`src/rtl/leg_pkg.sv`:
```
// Shared decode types: opcode encoding, decoded micro-op layout and opcode classification.
package leg_pkg;

  localparam int IMM_W = 12;

  typedef enum logic [3:0] {
    OP_NOP       = 4'h0,
    OP_ALU_FIRST = 4'h1,
    OP_ALU_LAST  = 4'hB,
    OP_LDI       = 4'hC,
    OP_JMP       = 4'hD,
    OP_BRZ       = 4'hE,
    OP_HALT      = 4'hF
  } opcode_e;

  typedef struct packed {
    logic [3:0]       opcode;
    logic [3:0]       rd;
    logic [3:0]       rs;
    logic [3:0]       rt;
    logic [IMM_W-1:0] imm;
    logic             has_imm;
  } uop_t;

  function automatic logic is_two_word(input logic [3:0] opcode);
    return (opcode == OP_LDI) || (opcode == OP_JMP) || (opcode == OP_BRZ);
  endfunction

endpackage

```
`src/rtl/uop_queue.sv`:
```
// Small synchronous FIFO with flush; the head entry is presented from storage, zeroed when empty.
module uop_queue #(
  parameter int WIDTH = 29,
  parameter int DEPTH = 2
) (
  input  logic                       clk,
  input  logic                       rst_n,
  input  logic                       push,
  input  logic [WIDTH-1:0]           wdata,
  input  logic                       pop,
  input  logic                       flush,
  output logic [WIDTH-1:0]           rdata,
  output logic [$clog2(DEPTH):0]     count,
  output logic                       full,
  output logic                       empty
);

  localparam int PTR_W = $clog2(DEPTH);

  logic [WIDTH-1:0] mem [DEPTH];
  logic [PTR_W-1:0] wr_ptr;
  logic [PTR_W-1:0] rd_ptr;
  logic             push_ok;
  logic             pop_ok;

  assign empty   = (count == '0);
  assign full    = (count == ($clog2(DEPTH)+1)'(DEPTH));
  assign pop_ok  = pop && !empty && !flush;
  // A full queue still accepts a push when the head leaves in the same cycle.
  assign push_ok = push && !flush && (!full || pop_ok);
  assign rdata   = empty ? '0 : mem[rd_ptr];

  always_ff @(posedge clk) begin
    if (push_ok) mem[wr_ptr] <= wdata;
  end

  always_ff @(posedge clk or negedge rst_n) begin
    if (!rst_n) begin
      wr_ptr <= '0;
      rd_ptr <= '0;
      count  <= '0;
    end else if (flush) begin
      wr_ptr <= '0;
      rd_ptr <= '0;
      count  <= '0;
    end else begin
      if (push_ok) wr_ptr <= wr_ptr + 1'b1;
      if (pop_ok)  rd_ptr <= rd_ptr + 1'b1;
      if (push_ok && !pop_ok)      count <= count + 1'b1;
      else if (pop_ok && !push_ok) count <= count - 1'b1;
    end
  end

endmodule

```
`src/rtl/decode.sv`:
```
// Decode stage: assembles one/two-word instructions into micro-ops and queues them toward execute.
module decode
  import leg_pkg::*;
#(
  parameter int ADDR_WIDTH  = 12,
  parameter int INST_WIDTH  = 16,
  parameter int QUEUE_DEPTH = 2
) (
  input  logic                         i_clk,
  input  logic                         i_rst_n,
  input  logic                         i_inst_ready,
  input  logic [INST_WIDTH-1:0]        i_inst,
  input  logic                         i_flush,
  output logic                         o_uop_valid,
  input  logic                         i_uop_ready,
  output uop_t                         o_uop,
  output logic [$clog2(QUEUE_DEPTH):0] o_count,
  output logic                         o_overflow,
  output logic                         o_halted
);

  localparam logic [1:0] ST_IDLE   = 2'd0;
  localparam logic [1:0] ST_EXT    = 2'd1;
  localparam logic [1:0] ST_HALTED = 2'd2;

  logic [1:0] state;
  logic [1:0] state_nxt;
  logic [3:0] lat_op;
  logic [3:0] lat_rd;
  logic [3:0] lat_rs;
  logic [3:0] lat_rt;
  logic       latch_en;
  logic       push_req;
  uop_t       push_uop;
  logic       q_full;
  logic       q_empty;
  logic [3:0] op;

  assign op = i_inst[15:12];

  always_comb begin
    state_nxt = state;
    push_req  = 1'b0;
    push_uop  = '0;
    latch_en  = 1'b0;
    if (i_inst_ready) begin
      case (state)
        ST_IDLE: begin
          if (op == OP_NOP) begin
            state_nxt = ST_IDLE;
          end else if (is_two_word(op)) begin
            latch_en  = 1'b1;
            state_nxt = ST_EXT;
          end else begin
            push_req        = 1'b1;
            push_uop.opcode = op;
            push_uop.rd     = i_inst[11:8];
            push_uop.rs     = i_inst[7:4];
            push_uop.rt     = i_inst[3:0];
            if (op == OP_HALT) state_nxt = ST_HALTED;
          end
        end
        ST_EXT: begin
          // Extension word is taken verbatim as the immediate; its upper bits are not decoded.
          push_req         = 1'b1;
          push_uop.opcode  = lat_op;
          push_uop.rd      = lat_rd;
          push_uop.rs      = lat_rs;
          push_uop.rt      = lat_rt;
          push_uop.imm     = IMM_W'(i_inst[ADDR_WIDTH-1:0]);
          push_uop.has_imm = 1'b1;
          state_nxt        = ST_IDLE;
        end
        default: state_nxt = state;
      endcase
    end
  end

  always_ff @(posedge i_clk or negedge i_rst_n) begin
    if (!i_rst_n) begin
      state      <= ST_IDLE;
      o_overflow <= 1'b0;
    end else begin
      state <= i_flush ? ST_IDLE : state_nxt;
      // Full with no pop this cycle means the finished micro-op has nowhere to go.
      if (push_req && q_full && !i_uop_ready && !i_flush) o_overflow <= 1'b1;
    end
  end

  always_ff @(posedge i_clk) begin
    if (latch_en) begin
      lat_op <= op;
      lat_rd <= i_inst[11:8];
      lat_rs <= i_inst[7:4];
      lat_rt <= i_inst[3:0];
    end
  end

  uop_queue #(
    .WIDTH($bits(uop_t)),
    .DEPTH(QUEUE_DEPTH)
  ) u_queue (
    .clk   (i_clk),
    .rst_n (i_rst_n),
    .push  (push_req),
    .wdata (push_uop),
    .pop   (i_uop_ready),
    .flush (i_flush),
    .rdata (o_uop),
    .count (o_count),
    .full  (q_full),
    .empty (q_empty)
  );

  assign o_uop_valid = !q_empty;
  assign o_halted    = (state == ST_HALTED);

endmodule

```
`config.mk`:
```
export PLATFORM = sky130hd
export DESIGN_NAME = decode
export DESIGN_NICKNAME = d
export VERILOG_FILES = /design/src/rtl/leg_pkg.sv /design/src/rtl/uop_queue.sv /design/src/rtl/decode.sv
export SDC_FILE = /design/constraint.sdc
export NUM_CORES = 1
export LEC_CHECK = 0
export CORE_MARGIN = 2
export CORE_UTILIZATION = 53
export DETAILED_ROUTE_END_ITERATION = 8
export GPL_ROUTABILITY_DRIVEN = 0
export PLACE_DENSITY = 0.78
export SLEW_MARGIN = 20
export SYNTH_ARGS = -nofsm -noshare
export SYNTH_HDL_FRONTEND = slang
export SYNTH_HIERARCHICAL = 1
export SYNTH_SLANG_ARGS = --single-unit
```
`constraint.sdc`:
```
create_clock -name i_clk -period 5.5 [get_ports i_clk]
set_clock_uncertainty 0.05 [all_clocks]
set_input_delay 0.825 -clock i_clk [delete_from_list [all_inputs] [get_ports i_clk]]
set_output_delay 0.825 -clock i_clk [all_outputs]
set_load 0.02 [all_outputs]
```
# --- Yosys cells after proc, flatten, opt, wreduce, memory -nomap -nowiden ---
# Memories as Yosys holds them, arrays and structs flattened.
# Index checks and enable logic that the tools add are counted.
word_totals:
  ram_bits: 58
  memories: 1
  out_inout_bits: 34
  inputBits: 21
  regBits: 23
  wordCells: 78
mem_list:
  columns: ["memory", "words", "word_bits", "rd", "rd_ports_with_merged_regs", "wr", "line", "text"]
  rows:
  - ["u_queue.mem", 2, 29, 1, 0, 1, "uop_queue.sv:20", "logic [WIDTH-1:0] mem [DEPTH];"]
op_classes:
  n_eq_ne: 8
  mux: 29
  addsub: 4
  n_reduce_logical: 27
ops:
  columns: ["cell", "count"]
  rows:
  - ["two-way mux 29 bit", 2]
  - ["two-way mux 16 bit", 2]
  - ["one-hot mux 16 bit (2 select lines)", 1]
  - ["== test 4 bit (second input constant)", 4]
  - ["two-way mux 2 bit", 8]
  - ["two-way mux 1 bit", 13]
  - ["two-way mux 13 bit", 1]
  - ["logical AND 1 bit", 9]
  - ["logical NOT 1 bit", 6]
  - ["nonzero test 2 bit", 3]
  - ["nonzero test 3 bit", 2]
  - ["inequality test 5 bit (second input constant)", 1]
  - ["== test 2 bit (second input constant)", 2]
  - ["logical NOT 2 bit", 2]
  - ["logical NOT 4 bit", 1]
  - ["one-hot mux 2 bit (2 select lines)", 1]
  - ["logical OR 1 bit", 3]
  - ["AND reduction 3 bit", 1]
  - ["adder 1 bit (second input constant)", 2]
  - ["adder 2 x 1 -> 2 bit (second input constant)", 1]
  - ["== test 2 x 1 -> 1 bit (second input constant)", 1]
  - ["one-hot mux 1 bit (2 select lines)", 1]
  - ["subtractor 2 x 1 -> 2 bit (second input constant)", 1]

# --- Longest topological paths before layout ---
# Gate-level depths: netlist (run 1).
depth:
  depth_word: 14
  depth_mapped: 7
  ltp_nobuf: 6

# --- Cells and area by module ---
# The synthesis (run 1) kept the hierarchy.
by_module_without_submodules:
  columns: ["mod", "area_each_um2", "instances", "cells_each"]
  rows:
  - ["uop_queue", 2429.8, 1, 150]
  - ["decode", 1147.4, 1, 122]

# --- Worst setup path before layout (run 1) ---
# OpenSTA, ideal clock, no wires.
synth_timing:
  kind: "input port to flip-flop"
  startpoint: "input port i_inst_ready"
  endpoint: "memory u_queue.mem[1][0], enable pin"
  path_buffers: 2
  setup_ns: 0.457
  arrival_ns: 3.762
  slack_ns: 1.230
  required_time_ns: 4.993
  stages: 6
  cell_sequence: "nand2b_4 buf_6 clkbuf_1 nor2_1 o21ai_2 nor3b_1"
synth_via:
  elab_chain_cells: 5
synth_rtl:
  columns: ["item", "line", "text"]
  rows:
  - ["from (decl)", "decode.sv:11", "input logic i_inst_ready,"]
  - ["two-way mux 1 bit", "decode.sv:46", "if (i_inst_ready) begin"]
  - ["named net push_req", "decode.sv:33", "logic push_req;"]
  - ["logical AND 1 bit (2 in a row)", "uop_queue.sv:30", "assign push_ok = push && !flush && (!full || pop_ok);"]
  - ["two-way mux 1 bit", "uop_queue.sv:34", "if (push_ok) mem[wr_ptr] <= wdata;"]
  - ["two-way mux 1 bit (not written as such)", "uop_queue.sv:34", null]
  - ["to (decl)", "uop_queue.sv:20", null]
# The timed path passes the listed nets, and every way through them passes these cells.

# --- Worst setup path in the final report (run 1) ---
layout_timing:
  startpoint: "input port i_inst[12]"
  endpoint: "memory u_queue.mem[1][11], enable pin"
layout_via:
  elab_chain_cells: 11
  elab_cells_between_ends: 14
  cone_classes: "eq/ne (3); mux (6); reduce/logical (5)"
layout_rtl:
  columns: ["item", "line", "text"]
  rows:
  - ["from (decl)", "decode.sv:12", "input logic [INST_WIDTH-1:0] i_inst,"]
  - ["== test 4 bit", "leg_pkg.sv:26", "return (opcode == OP_LDI) || (opcode == OP_JMP) || (opcode == OP_BRZ);"]
  - ["logical OR 1 bit (2 in a row)", "leg_pkg.sv:26", null]
  - ["two-way mux 1 bit", "decode.sv:51", "end else if (is_two_word(op)) begin"]
  - ["two-way mux 1 bit *", "decode.sv:49", "if (op == OP_NOP) begin"]
  - ["one-hot mux 1 bit (2 select lines) *", "decode.sv:47", "case (state)"]
  - ["two-way mux 1 bit *", "decode.sv:46", null]
  - ["named net push_req", "decode.sv:33", null]
  - ["logical AND 1 bit * (2 in a row)", "uop_queue.sv:30", null]
  - ["two-way mux 1 bit *", "uop_queue.sv:34", null]
  - ["two-way mux 1 bit (not written as such) *", "uop_queue.sv:34", null]
# Mark *: on every way through the listed nets, which the timed path passes. The rest lies on a longest branch.

==> impl_metrics.tcl, run 1 <==
set metrics [dict create \
    wirelength_mm 6.60 \
    grt_max_degree 50 \
    fp.dieH_um 86.2 \
    final_util_pct 68.4 \
    cts.repair.resized 0 \
    ir_drop_v 0.000180 \
    slew_headroom_pct 56.4 \
    tns_ns 0 \
    cts_buffer_depth 2 \
    muxShareOfSynthArea_pct 8.81 \
    viasPerCell 5.46 \
    yosys.area_share.simple_pct 16.5 \
    clkTransAtPathRegs_ns 0.08 \
    io_buffers 54 \
    cp.arrival_ns 3.18 \
    yosysSeqAreaShare_pct 67.0 \
    dpl.cell_count 392 \
    period_minus_slack_ns 3.20 \
    crit_path_top_delay_cell "clkdlybuf4s50_1" \
    antenna_cells 0 \
    slew_violations 0 \
    fp.dieW_um 86.2 \
    drive_above_1_share_pct 9.06 \
    clk_latency_ns 0.34 \
    synth_nets 293 \
    grt_pass1_wl_mm 10.8 \
    power.leakage_uw 0.00153 \
    crit_family "simple AND/OR/NAND/NOR gates" \
    synth_enable_flop_cells 74 \
    grt_use_met3_pct 3.56 \
    core_area_sq_um 6420 \
    crit_required_ns 5.47 \
    cp_num_buf_inv 2 \
    hold_viol_final 0 \
    status "complete, no violations" \
    timing.final.crit_share_pct 58.3 \
    tightest_slew_ns 0.653 \
    power_per_cell_area_nw_per_um2 309 \
    rows 29 \
    synth-adder-area-share_pct 0 \
    postCtsHoldBufs 0 \
    rsz0062_at_grt "no" \
    synth_top_family_by_area "simple AND/OR/NAND/NOR gates" \
    hp-class "reg -> reg" \
    clockRootBuffer "clkbuf_8" \
    synth_warnings 6 \
    cts_tree "yes" \
    crit_chain "clkdlybuf4s50_1 -> nand3b_1 -> a31oi_1 -> nor2_1 -> o21ai_2 -> nor3b_2 -> buf_4" \
    numCtsBuffers 9 \
    drt-pass1-iter-count 4 \
    nets 347 \
    initial_core_util_pct 55.7 \
    synthFlopType "edfxtp_1" \
    synth_xor_area_share_pct 0.490 \
    layout_commonest_cell "edfxtp_1" \
    first_global_vias 2185 \
    postSynthAreaPerCell_sq_um 13.2 \
    ys_ff_latch 81 \
    syn2layout_area_growth_pct 22.9 \
    path_depth 7 \
    ios 55 \
    synthCells 272 \
    path_class "in -> reg" \
    vias 2226 \
    drc 0 \
    drtIter0Drc 193 \
    dp_hpwl_mm 4.31 \
    max_freq_mhz 312 \
    drtAntennaViolNets 0 \
    dieArea_sq_um 7420 \
    r2r_cells 6 \
    max_stage_delay_ns 0.58 \
    grt-ovfl-total 0 \
    post-cts-setup-buffers 0 \
    synth_area_sq_um 3580 \
    wl_per_cell_um 16.2 \
    grtUsageTotal_pct 19.5 \
    final_cell_mix "edfxtp_1, clkdlybuf4s50_1, nor2_1, mux2i_1, a21oi_1" \
    end_kind "register" \
    cp_max_fo 18 \
    synth_cell_types 35 \
    start_kind "primary input" \
    antenna_found_initial 0 \
    use_met1_pct 26.5 \
    synthArstFlopShare_pct 8.64 \
    h-tree-depth 3 \
    use_met2_pct 30.3 \
    fillers 450 \
    stdcell_count 408 \
    clock_sinks 81 \
    r2r_slack_ns 3.23 \
    grt_busiest_layer "met2" \
    hold-path-cell-count 1 \
    setup_viol 0 \
    cap_violations 0 \
    synth-compound-area-share_pct 4.02 \
]
## logic make-up after synthesis
| group | count (synthesis) |
|---|---|
| AOI/OAI and AO/OA | 26 |
| xor gates and xnor gates | 2 |
| buffers and inverters | 21 |
| DFF | 81 |
| muxes | 31 |
| and+or+nand+nor | 111 |
## final cells by class
cell class,instances,area (sq um),share of cell area (%)
clock buffers,9,124,2.82
clock inverters,7,93.8,2.13
inverters,3,11.3,0.256
multi-input cells,170,1080,24.6
flip-flops and latches,81,2400,54.5
well taps,77,96.3,2.19
repair buffers,61,593,13.5
## per-stage QoR
stage / cell area [sq um] / power (uW) / hold WS (ns) / worst slack (ns)
after floorplan: 3580 / 830 / 0.446 / 1.23
after global placement: 4180 / 905 / 0.449 / 2.12
after detailed placement: 4180 / 908 / 0.434 / 1.97
after CTS: 4400 / 1360 / 0.446 / 2.26
after global routing: 4400 / 1410 / 0.474 / 2.10
final: 4400 / 1360 / 0.449 / 2.30
## final timing paths
| kind | to | from |
|---|---|---|
| worst max-delay path | u_queue/mem[1][11] | i_inst[12] |
| worst min-delay path | o_overflow | o_overflow |
| worst max register to register | u_queue/mem[1][11] | state[0] |
| worst min register to register | o_overflow | o_overflow |
| max in group asynchronous | u_queue/wr_ptr | i_rst_n |
| min in group asynchronous | o_overflow | i_rst_n |
## Yosys cell counts, drive strengths merged (2+ instances only)
cell type  number  area, sq um
a21oi          20          100
and2b           2         15.0
and3           12         75.1
buf            11         75.1
clkbuf          7         26.3
dfrtp           7          175
edfxtp         74         2220
inv             3         11.3
mux2i          30          300
nand2          19         71.3
nand2b          3         28.8
nand3b          4         30.0
nand4          12         75.1
nand4b          2         17.5
nor2           35          131
nor2b          14         87.6
nor3            2         10.0
o21ai           2         13.8
xor2            2         17.5
## layer usage
metal | part of all wire, % | wire, um
met5 | 0 | 0
met2 | 50 | 3320
met4 | 1.9 | 124
met3 | 4.9 | 326
met1 | 43 | 2830
## registers in the layout (all words and copies together), names as in the netlist
register / count
u_queue/mem: 58
u_queue/count: 2
o_overflow: 1
u_queue/wr_ptr: 1
lat_rt: 4
u_queue/rd_ptr: 1
state: 2
lat_op: 4
lat_rd: 4
lat_rs: 4
## where the power goes
group          internal [uW]  switching (uW)  total (uW)
sequential               695            7.72         703
clock                    256             208         464
combinational           83.9             106         190
total                   1030             323        1360
Note: power is estimated with default switching activity, not from simulation.
==> inputs of run 2 (changes only) <==
--- a/config.mk
+++ b/config.mk
@@ -6,10 +6,10 @@
 export NUM_CORES = 1
 export LEC_CHECK = 0
 export CORE_MARGIN = 2
-export CORE_UTILIZATION = 53
+export CORE_UTILIZATION = 48
 export DETAILED_ROUTE_END_ITERATION = 8
 export GPL_ROUTABILITY_DRIVEN = 0
-export PLACE_DENSITY = 0.78
+export PLACE_DENSITY = 0.74
 export SLEW_MARGIN = 20
 export SYNTH_ARGS = -nofsm -noshare
 export SYNTH_HDL_FRONTEND = slang
==> constraint.sdc (replaced) <==
create_clock -name i_clk -period 2.9 [get_ports i_clk]
set_clock_uncertainty 0.05 [all_clocks]
set_input_delay 0.435 -clock i_clk [delete_from_list [all_inputs] [get_ports i_clk]]
set_output_delay 0.435 -clock i_clk [all_outputs]
set_load 0.02 [all_outputs]
==> run 2 against run 1 <==
Design area up 0.63%. Register-to-register slack got worse by 2.5 ns. Wire length is 11% higher. Total power up 76%. Flip-flop and latch count did not move. Final cell count grew 6.6%. Sequential share of layout area is 0.31 points lower. Sequential power up 91%. Worst hold slack got worse by 0.15 ns. Setup slack worse by 2.0 ns. Clock power grew 47%.
==> impl_metrics.tcl, run 2 (same netlist as run 1, synthesis figures left out) <==
set metrics [dict create \
    core_area_sq_um 7250 \
    dp_hpwl_mm 4.68 \
    cap_violations 0 \
    tightest_slew_ns 0.477 \
    clockRootBuffer "clkbuf_8" \
    antenna_found_initial 0 \
    slew_headroom_pct 68.2 \
    numCtsBuffers 9 \
    power_frac_clock_pct 28.5 \
    multi_input_area_sq_um 1090 \
    internal_power_uw 1790 \
    cp_max_fo 13 \
    largest_register_ffs 58 \
    period_minus_slack_ns 2.56 \
    nets 352 \
    r2r_slack_ns 0.74 \
    clock_sinks 81 \
    hp-class "in -> async" \
    syn2layout_area_growth_pct 23.6 \
    hold_ws_ns 0.302 \
    first_global_vias 2391 \
    fp.dieW_um 90.3 \
    initial_core_util_pct 49.3 \
    path_class "reg -> out" \
    ir_drop_v 0.000228 \
    sw_frac_of_total_pct 25.2 \
    wirelength_mm 7.36 \
    regMostFlops "u_queue/mem" \
    cts.repair.resized 0 \
    cts_tree "yes" \
    drive_above_1_share_pct 9.82 \
    end_kind "output port" \
    final_util_pct 61.0 \
    grt-ovfl-total 0 \
    layout_commonest_cell "edfxtp_1" \
    grt_pass1_wl_mm 11.6 \
    seqPwrFrac_pct 56.2 \
    drt-pass1-iter-count 5 \
    r2r_cells 5 \
    fillers 612 \
    wl_per_cell_um 16.9 \
    grtUsageTotal_pct 18.6 \
    cp.arrival_ns 2.07 \
    power.leakage_uw 0.00153 \
    tns_ns 0 \
    clkTransAtPathRegs_ns 0.08 \
    combPwrFrac_pct 15.3 \
    drc 0 \
    fp.dieH_um 90.3 \
    cts_buffer_depth 2 \
    hold_viol_final 0 \
    drtAntennaViolNets 0 \
    final_cell_mix "edfxtp_1, clkdlybuf4s50_1, nor2_1, mux2i_1, a21oi_1" \
    vias 2335 \
    h-tree-depth 3 \
    drtIter0Drc 200 \
    start_kind "register" \
    post-cts-setup-buffers 0 \
    max_freq_mhz 391 \
    viasPerCell 5.37 \
    clk_latency_ns 0.35 \
    slew_violations 0 \
    antenna_cells 0 \
    dieArea_sq_um 8160 \
    io_buffers 54 \
    ios 55 \
    rsz0062_at_grt "no" \
    timing.final.crit_share_pct 88.3 \
    postCtsHoldBufs 0 \
    rows 31 \
    r2r_start "state[0]" \
    status "complete, no violations" \
    p_sw_uw 602 \
    r2r_end "u_queue/mem[1][1]" \
    power_uw 2390 \
    grt_max_degree 40 \
    power_per_cell_area_nw_per_um2 540 \
    crit_end "o_uop[23]" \
    setup.worst_path.start "u_queue/rd_ptr" \
    seqCellArea_sq_um 2400 \
    crit_required_ns 2.41 \
    setup_viol 0 \
]
## run 2: worst max-delay path, stage by stage, from the launching register on
cell and delay (ns):
dfrtp_2 0.59, buf_4 0.32, mux2i_1 0.10, nor2_1 0.10
clkdlybuf4s50_1 0.61
## run 2: final cells by class
cell class,instances,area share (%)
Tap cell,99,2.80
Timing Repair Buffer,66,14.5
Clock buffer,11,2.97
Multi-Input combinational cell,170,24.7
Inverter,3,0.255
Clock inverter,5,0.509
Sequential cell,81,54.2
## run 2: routing by layer
layer	global-route usage [%]	part of all wire (%)	vias up	wire, um
met5	0	0	-	0
met3	2.92	5.6	7	413
met2	30.8	50	84	3670
met1	23.4	43	1133	3170
met4	10.3	1.4	0	100
li1	-	-	1111	-
## run 2: worst min-delay path by stage
| stage | startpoint | end | slack [ns] | cells past startpoint |
|---|---|---|---|---|
| after detailed placement | o_overflow | o_overflow | 0.44 | 1 |
| after global routing | i_rst_n | state[1] | 0.31 | 1 |
| final | i_rst_n | state[1] | 0.30 | 1 |
| after CTS | i_rst_n | state[1] | 0.30 | 1 |
| after global placement | o_overflow | o_overflow | 0.44 | 1 |
| after floorplan | i_rst_n | o_overflow | 0.09 | 0 |
## run 2: per-stage QoR
step	cell area [sq um]	setup WS (ns)	cells
after floorplan	3590	-0.00194	272
final	4420	0.341	435
after CTS	4420	0.312	435
after global placement	4270	0.170	419
after global routing	4420	0.218	435
after detailed placement	4270	0.0956	419
## run 2: power groups by stage
stage               Sequential (uW)  Combinational (uW)  Clock, uW
floorplan                      1360                 213          0
global placement               1370                 362          0
detailed placement             1370                 368          0
CTS                            1340                 370        696
global route                   1350                 393        746
finish                         1340                 366        680
==> inputs of run 3 (changes only) <==
--- a/config.mk
+++ b/config.mk
@@ -7,6 +7,7 @@
 export LEC_CHECK = 0
 export CORE_MARGIN = 2
 export CORE_UTILIZATION = 48
+export CTS_CLUSTER_DIAMETER = 60
 export DETAILED_ROUTE_END_ITERATION = 8
 export GPL_ROUTABILITY_DRIVEN = 0
 export PLACE_DENSITY = 0.74
==> results of run 3 <==
Final layout, timing and power as in run 2 (identical DEF).
==> patch: new RTL, settings of run 3 <==
Reset style: synchronous (`i_rst_n` and `rst_n`), changed in 2 clocked blocks.
--- a/src/rtl/uop_queue.sv
+++ b/src/rtl/uop_queue.sv
@@ -34,7 +34,7 @@
     if (push_ok) mem[wr_ptr] <= wdata;
   end
 
-  always_ff @(posedge clk or negedge rst_n) begin
+  always_ff @(posedge clk) begin
     if (!rst_n) begin
       wr_ptr <= '0;
       rd_ptr <= '0;
--- a/src/rtl/decode.sv
+++ b/src/rtl/decode.sv
@@ -76,7 +76,7 @@
     end
   end
 
-  always_ff @(posedge i_clk or negedge i_rst_n) begin
+  always_ff @(posedge i_clk) begin
     if (!i_rst_n) begin
       state      <= ST_IDLE;
       o_overflow <= 1'b0;
Check against the original RTL: differs if i_rst_n is asserted again (counterexample within 4 cycles, from zero or initial values and one cycle with i_rst_n low); with i_rst_n held inactive, the same outputs for 4 cycles.
==> patch against run 3 <==
Power is 0.78% lower. Combinational power is 35% lower. Wire length is 9.5% lower. Area after synthesis is 1.3% lower. Sequential cell count is 1 higher. Count of clock-buffer cells in the layout is 2 lower. Critical path depth stayed put. Setup slack better by 0.013 ns. Critical endpoint is now o_uop[2]. Register-to-register slack better by 0.27 ns. Final area hardly changed.
==> patch: results (changes against run 3) <==
Power and ir drop
  – Power Combinational: 0.000239 W (-35%)
  – Largest vdd supply drop: 0.287 mV (+26%)
  – Portion of total power attributed to the clock network: 0.338 (+0.053)
  – Static leakage: 1.43 nW (-6.4%)
  – Net Sw Frac: 0.232 (-0.0201)

Critical path
  – Source of the worst register-to-register timing path: state[1]
  – Critical Path Max Stage Delay: 0.60 ns
  – Cell at the slowest stage of the critical path: dfxtp_2
  – CP Data Arrival Time: 2.06 ns
  – Largest fanout on the critical path: 18 (+5)
  – Register-to-register setup slack: 1.01 ns (+0.27 ns)

Place
  – DPL Wire Length: 4350 um (-7.0%)
  – Port bufs: 54 (unchanged)
  – Post-place setup slack: 0.174 ns (+0.0785 ns)

Status
  – Run status: completed

Cells and area
  – Count of inverters not on the clock network in the layout: 4 (+1)
  – Nets: 340 (-3.4%)
  – Bufs w/o clock: 62 (-6.1%)
  – #MultiIn Comb: 159 (-6.5%)
  – Largest register FFs: 58 (unchanged)
  – Share of post-route cells with drive strength above 1: 0.139 (+0.0411)
  – Sequential share of cell area: 0.539 (-0.00355)
  – Number of filler cells placed in the layout: 576 (-5.9%)
  – Multi-input logic portion of the cell area: 0.242 (-0.00516)
  – Clock network contribution to total cell area: 0.0438 (+0.00904)
  – Register bank with the most flops: u_queue/mem
  – Non-Clock Buffer Area Fraction: 0.144 (-0.00117)

Detailed routing
  – Wirelength, routed: 6660 um (-9.5%)
  – Total via count after detailed routing: 2235 (-4.3%)
  – DR pass1 iterations: 4 (-1)
  – Number of DRC violations after detailed-routing iteration 0: 124 (-38%)

CTS
  – Clock Sinks: 82 (+1.2%)
  – CTS buffer count: 9 (unchanged)
  – Clock latency at the later pin of the worst-skew pair: 0.35 ns (about the same)

STA
  – Post-route minimum period: 2.55 ns (-0.0126 ns)
  – Worst slew margin relative to its limit: 0.567 (-0.114)

Synthesis
  – Sequential share of the synthesized area: 0.674 (+0.00430)
  – Number of nets produced by synthesis: 282 (-3.8%)
  – Number of synthesized flops with an enable pin: 74 (unchanged)
  – Top cell types by occurrence after synthesis: edfxtp_1 (74), nor2_1 (37), mux2i_1 (30), nand3_1 (25), and3_1 (12)
  – Main area contributors after synthesis: edfxtp_1 (63%), mux2i_1 (8.5%), dfxtp_1 (4.5%)
  – Async set or reset register ratio after synthesis: 0 (-0.0864)

GRT
  – Total GRT Usage: 0.171 (-0.0149)
  – Global-route met2 utilization: 0.302 (-0.00650)
  – Met1 layer usage reported by global route: 0.204 (-0.0304)
  – Global Route met3 Usage: 0.0319 (+0.00264)
  – Global-route wire length before repair: 10800 um (-7.1%)
  – Maximum number of pins on one net before global-route repair: 40 (unchanged)

Hold path
  – Classification of the worst-slack hold path: flop to flop
[patch: changes by cell type after synthesis, moves of 5 or more]
| cell | change |
|---|---|
| dfrtp_1 | -7 |
| a21oi_1 | -14 |
| nand2_1 | -13 |
| nand3_1 | +24 |
| o21ai_0 | +5 |
| o21ai_2 | +8 |
| nand4_1 | -12 |
| dfxtp_1 | +8 |
| nor2b_1 | -11 |
[patch: worst paths after layout]
path	endpoint	cells past startpoint
max	o_uop[2]	4
min	o_overflow	2
max reg2reg	u_queue/count[1]	6
min reg2reg	o_overflow	2
[patch: cell families (layout without fill, tap and decap cells)]
family / count (synthesis) / in the layout / share of synthesized area
simple gates: 95 / 95 / 0.135
flops: 82 / 82 / 0.674
compound gates: 30 / 30 / 0.0662
mux: 30 / 30 / 0.0850
buf+inv: 19 / 82 / 0.0287
xor+xnor: 3 / 3 / 0.00744
fa+ha+maj: 1 / 1 / 0.00354
[patch: timing repair]
action / 4_1_cts / 5_1_grt
hold buffers: 0 / 0
setup buffers: 0 / 0
endpoints found under the hold margin: 0 / 0
resized for setup: 1 / 0
endpoints found under the setup margin: 29 / 0
[patch: stage by stage]
stage | total power (W) | cells | hold slack, ns | area, um2
finish | 0.00237 | 422 | 0.457 | 4420
detailed placement | 0.00160 | 406 | 0.413 | 4230
CTS | 0.00239 | 422 | 0.448 | 4420
global route | 0.00247 | 422 | 0.464 | 4420
global placement | 0.00159 | 406 | 0.421 | 4230
floorplan | 0.00149 | 260 | 0.414 | 3530
[patch: layer usage]
| layer | up-vias | part of all wire |
|---|---|---|
| li1 | 1089 | - |
| met1 | 1092 | 0.42 |
| met2 | 44 | 0.53 |
| met3 | 10 | 0.032 |
| met4 | 0 | 0.018 |
| met5 | - | 0 |
